$ cat config.mk
export PLATFORM = sky130hd
export DESIGN_NAME = dff_share_arb
export DESIGN_NICKNAME = d
export VERILOG_FILES = /design/src/rtl/dff_share_arb.sv
export SDC_FILE = /design/constraint.sdc
export NUM_CORES = 1
export LEC_CHECK = 0
export CORE_ASPECT_RATIO = 1.25
export CORE_MARGIN = 1.5
export CORE_UTILIZATION = 38
export CTS_BUF_LIST = sky130_fd_sc_hd__clkbuf_16
export CTS_CLUSTER_SIZE = 8
export DETAILED_ROUTE_END_ITERATION = 12
export PLACE_DENSITY = 0.76
export SETUP_SLACK_MARGIN = 0.1
export SLEW_MARGIN = 40
export SYNTH_ARGS = -nofsm -noshare
export SYNTH_HDL_FRONTEND = slang
export SYNTH_SLANG_ARGS = --single-unit
$ cat constraint.sdc
create_clock -name clk -period 1.52 [get_ports clk]
set_input_delay 0.152 -clock clk [delete_from_list [all_inputs] [get_ports clk]]
set_output_delay 0.152 -clock clk [all_outputs]
set_load 0.01 [all_outputs]
$ cat src/rtl/dff_share_arb.sv
// Round-robin arbiter that sequences every load of one shared capture register.
// The winner's data is captured one cycle after grant and held for HOLD_CYCLES cycles.
module dff_share_arb #(
  parameter int unsigned NUM_REQ     = 4,
  parameter int unsigned WIDTH       = 8,
  parameter int unsigned HOLD_CYCLES = 2,
  localparam int unsigned OW = (NUM_REQ > 1) ? $clog2(NUM_REQ) : 1,
  localparam int unsigned CW = (HOLD_CYCLES > 1) ? $clog2(HOLD_CYCLES) : 1
) (
  input  logic                     clk,
  input  logic                     rst,
  input  logic [NUM_REQ-1:0]       req,
  input  logic [NUM_REQ*WIDTH-1:0] din,
  output logic [NUM_REQ-1:0]       gnt,
  output logic [WIDTH-1:0]         dout,
  output logic                     dout_valid,
  output logic [OW-1:0]            dout_owner,
  output logic                     busy
);

  typedef enum logic [1:0] {StIdle, StGrant, StHold} state_e;

  state_e               state_q;
  logic [OW-1:0]        ptr_q;
  logic [OW-1:0]        w_q;
  logic [CW-1:0]        cnt_q;
  logic [OW-1:0]        pick;
  logic [NUM_REQ-1:0]   gnt_d;
  logic [OW-1:0]        ptr_next;

  // First requester at or after ptr, wrapping modulo NUM_REQ.
  always_comb begin
    logic          found;
    int unsigned   idx;
    logic [OW-1:0] cand;
    pick  = '0;
    found = 1'b0;
    idx   = 0;
    cand  = '0;
    for (int unsigned k = 0; k < NUM_REQ; k++) begin
      idx  = (32'(ptr_q) + k) % NUM_REQ;
      cand = OW'(idx);
      if (!found && req[cand]) begin
        found = 1'b1;
        pick  = cand;
      end
    end
  end

  always_comb begin
    gnt_d       = '0;
    gnt_d[pick] = 1'b1;
  end

  assign ptr_next = (w_q == OW'(NUM_REQ - 1)) ? '0 : w_q + 1'b1;
  assign busy     = (state_q != StIdle);

  always_ff @(posedge clk or negedge rst) begin
    if (!rst) begin
      state_q    <= StIdle;
      ptr_q      <= '0;
      w_q        <= '0;
      cnt_q      <= '0;
      gnt        <= '0;
      dout       <= '0;
      dout_valid <= 1'b0;
      dout_owner <= '0;
    end else begin
      unique case (state_q)
        StIdle: begin
          if (|req) begin
            w_q     <= pick;
            gnt     <= gnt_d;
            state_q <= StGrant;
          end
        end
        StGrant: begin
          // Captures even if the winner withdrew req during this cycle.
          dout       <= din[int'(w_q)*WIDTH +: WIDTH];
          dout_valid <= 1'b1;
          dout_owner <= w_q;
          cnt_q      <= CW'(HOLD_CYCLES - 1);
          gnt        <= '0;
          state_q    <= StHold;
        end
        StHold: begin
          if (cnt_q == '0) begin
            dout_valid <= 1'b0;
            ptr_q      <= ptr_next;
            state_q    <= StIdle;
          end else begin
            cnt_q <= cnt_q - 1'b1;
          end
        end
        default: state_q <= StIdle;
      endcase
    end
  end

endmodule

==> impl_metrics.env <==
export IMPL_insertion_delay_ps=250
export IMPL_dp_hpwl_microns=2530
export IMPL_fin_util=0.649
export IMPL_maxSlewHeadroom=0.671
export IMPL_setup_tns_ps=0
export IMPL_seq_area_sq_um=552
export IMPL_cp_cell_sequence="and2b_1 -> nor4_1 -> or4_4 -> o31ai_4"
export IMPL_io_buffers=53
export IMPL_whs_ps=257
export IMPL_critPathSlowestCell="or4_4"
export IMPL_maxSlewViolCount=0
export IMPL_place_ws_ps=-233
export IMPL_grt_usage=0.182
export IMPL_vias_per_cell=5.29
export IMPL_cp_start_kind="flop"
export IMPL_grt_antenna_before_repair=0
export IMPL_area_growth_pct=64.8
export IMPL_place_congestion=0.784
export IMPL_yosys_warnings=0
export IMPL_n_antenna_cell=0
export IMPL_cp_top_family="simple AND/OR/NAND/NOR gates"
export IMPL_peakVddDrop_mv=1.11
export IMPL_yosysSeqAreaShare=0.437
export IMPL_drt_pass1_iter_count=4
export IMPL_gr_total_overflow=0
export IMPL_synth_avg_cell_area_sq_um=12.6
export IMPL_crit_arrival_ps=1650
export IMPL_clk_pin_slew_worst_paths_ps=60
export IMPL_cts_sinks=22
export IMPL_die_y_microns=67.3
export IMPL_status="complete, no violations"
export IMPL_cts_hold_buf=0
export IMPL_layout_nets=207
export IMPL_drc=0
export IMPL_p_int_mw=2.50
export IMPL_design_area_sq_um=2070
export IMPL_path_buf_inv=0
export IMPL_htreeDepth=1
export IMPL_grt_start_max_net_pins=23
export IMPL_postRouteAntennaNets=0
export IMPL_clockBufferDepth=2
export IMPL_clkPwrFrac=0.145
export IMPL_cpPeakStageDelay_ps=510
export IMPL_crit_path_end_kind="flop"
export IMPL_fillers=249
export IMPL_fin_crit_sh=0.974
export IMPL_fin_crit_ps=1480
export IMPL_ys_seq_elements=22
export IMPL_crit_type="flop to flop"
export IMPL_ioPinCount=54
export IMPL_dieArea_sq_um=3670
export IMPL_p_leak_nw=0.886
export IMPL_place_area_sq_um=1880
export IMPL_wl_per_cell_microns=17.3
export IMPL_multi_input_area_sq_um=749
export IMPL_grt_setup_unrepaired="yes"
export IMPL_cap_violations=0
export IMPL_seqPwrFrac=0.286
export IMPL_worstMarginPinSlew_ps=493
export IMPL_grt_pass1_wl_microns=4730
export IMPL_cts_buffers=3
export IMPL_syn_num_nets=143
export IMPL_clock_fmax_ghz=0.675
export IMPL_hold_viol=0
export IMPL_fp_row_count=23
export IMPL_synth_distinct_cells=30
export IMPL_power_switching_share=0.342
export IMPL_clockRootBuffer="clkbuf_16"
export IMPL_switchingPower_mw=1.30
export IMPL_dp_cells=193
export IMPL_vias=1058
export IMPL_core_sq_um=3190
export IMPL_min_path_type="input pin to asynchronous set/reset pin"
export IMPL_layout_drive_gt1_share=0.313
export IMPL_syn_area_sq_um=1260
export IMPL_setup_violations=0
export IMPL_worst_slack_ps=39.1
export IMPL_start_util=0.394
export IMPL_first_iter_violations=14
export IMPL_path_max_fanout=3
export IMPL_cts_tree="done"
export IMPL_synthCells=100
export IMPL_wl_microns=3470
export IMPL_finClkSkew_ps=3.88
export IMPL_grt_pass1_vias=1087
export IMPL_power_frac_comb=0.569
export IMPL_dieWidth_microns=54.5
export IMPL_p_per_area_nw_per_um2=1830
export IMPL_instances_no_fill=200
export IMPL_total_power_mw=3.80
export IMPL_required_ps=1690
power by group through the flow:
stage / combinational [mW] / clock (mW) / sequential [mW]
after floorplan: 1.05 / 0 / 1.07
final: 2.16 / 0.551 / 1.08
after global placement: 1.82 / 0 / 1.04
after detailed placement: 1.88 / 0 / 1.06
after CTS: 1.90 / 0.560 / 1.06
after global routing: 2.32 / 0.590 / 1.12
state kept, by name, summed over array words and instances (netlist names):
name	flops
w_q	2
dout	8
dout_owner	2
gnt	4
state_q	2
ptr_q	2
dout_valid	1
cnt_q	1
synthesized netlist by cell type (all sizes together):
library cell | number | area share
dfrtp | 22 | 0.44
mux2 | 11 | 0.098
nand2 | 9 | 0.027
mux4 | 8 | 0.14
ha | 5 | 0.050
nor2 | 5 | 0.017
o21ai | 5 | 0.020
a21oi | 4 | 0.016
and3 | 4 | 0.020
inv | 4 | 0.012
o31ai | 4 | 0.035
buf | 3 | 0.017
nor2b | 3 | 0.019
nand2b | 2 | 0.0099
nor4 | 2 | 0.015
a211oi | 1 | 0.0060
a22oi | 1 | 0.0060
and2b | 1 | 0.0060
mux2i | 1 | 0.0080
nor4b | 1 | 0.012
o21ba | 1 | 0.0080
or2 | 1 | 0.0050
or3 | 1 | 0.0050
or4 | 1 | 0.0089
path summary, 6_finish.rpt:
path | from | end | slack (ps) | cells after the start
setup / recovery | ptr_q[0] | gnt[0] | 40 | 4
max in group asynchronous | rst | w_q[0] | 1020 | 2
setup reg to reg | ptr_q[0] | gnt[0] | 40 | 4
min in group clk | dout[4] | dout[4] | 500 | 1
hold reg to reg | dout[4] | dout[4] | 500 | 1
hold / removal | rst | dout[4] | 260 | 2
cells in the final DEF (no fill, tap or decap), types with 2 or more instances in the layout:
cell	count
a21oi_1	4
and3_1	4
buf_4	6
clkbuf_16	4
clkdlybuf4s50_1	48
dfrtp_1	21
dlygate4sd2_1	2
dlymetal6s2s_1	2
ha_1	2
ha_4	2
inv_1	2
inv_2	2
mux2_2	5
mux2_4	6
mux4_2	8
nand2_1	8
nand2b_1	2
nor2_1	4
nor2b_2	3
o21ai_0	4
o31ai_1	3
what timing repair did:
action	in CTS	in global routing
gates resized for setup	7	20
pin swaps	1	3
hold endpoints to repair	0	0
setup endpoints to repair	15	19
setup buffers	0	2
gates cloned	0	1
kinds of logic (layout without fill, tap and decap cells):
logic type | after synthesis | count (layout) | synth area share
simple gates | 30 | 30 | 0.144
flops | 22 | 22 | 0.437
mux | 20 | 20 | 0.250
compound gates | 16 | 16 | 0.0905
buf+inv | 7 | 70 | 0.0288
fa+ha+maj | 5 | 5 | 0.0497
cell type report:
cell class | count | area share
multi-input cells | 71 | 0.361
repair buffers | 62 | 0.305
flip-flops and latches | 22 | 0.266
clock buffers | 3 | 0.0362
well taps | 37 | 0.0223
inverters | 4 | 0.00724
clock inverters | 1 | 0.00181
metal layers:
| metal | track usage | share of wire |
|---|---|---|
| met5 | 0 | 0 |
| met4 | 0.0750 | 0.015 |
| met3 | 0.0288 | 0.031 |
| met2 | 0.328 | 0.57 |
| met1 | 0.206 | 0.39 |
No activity file was read; power rests on OpenSTA's default activity.
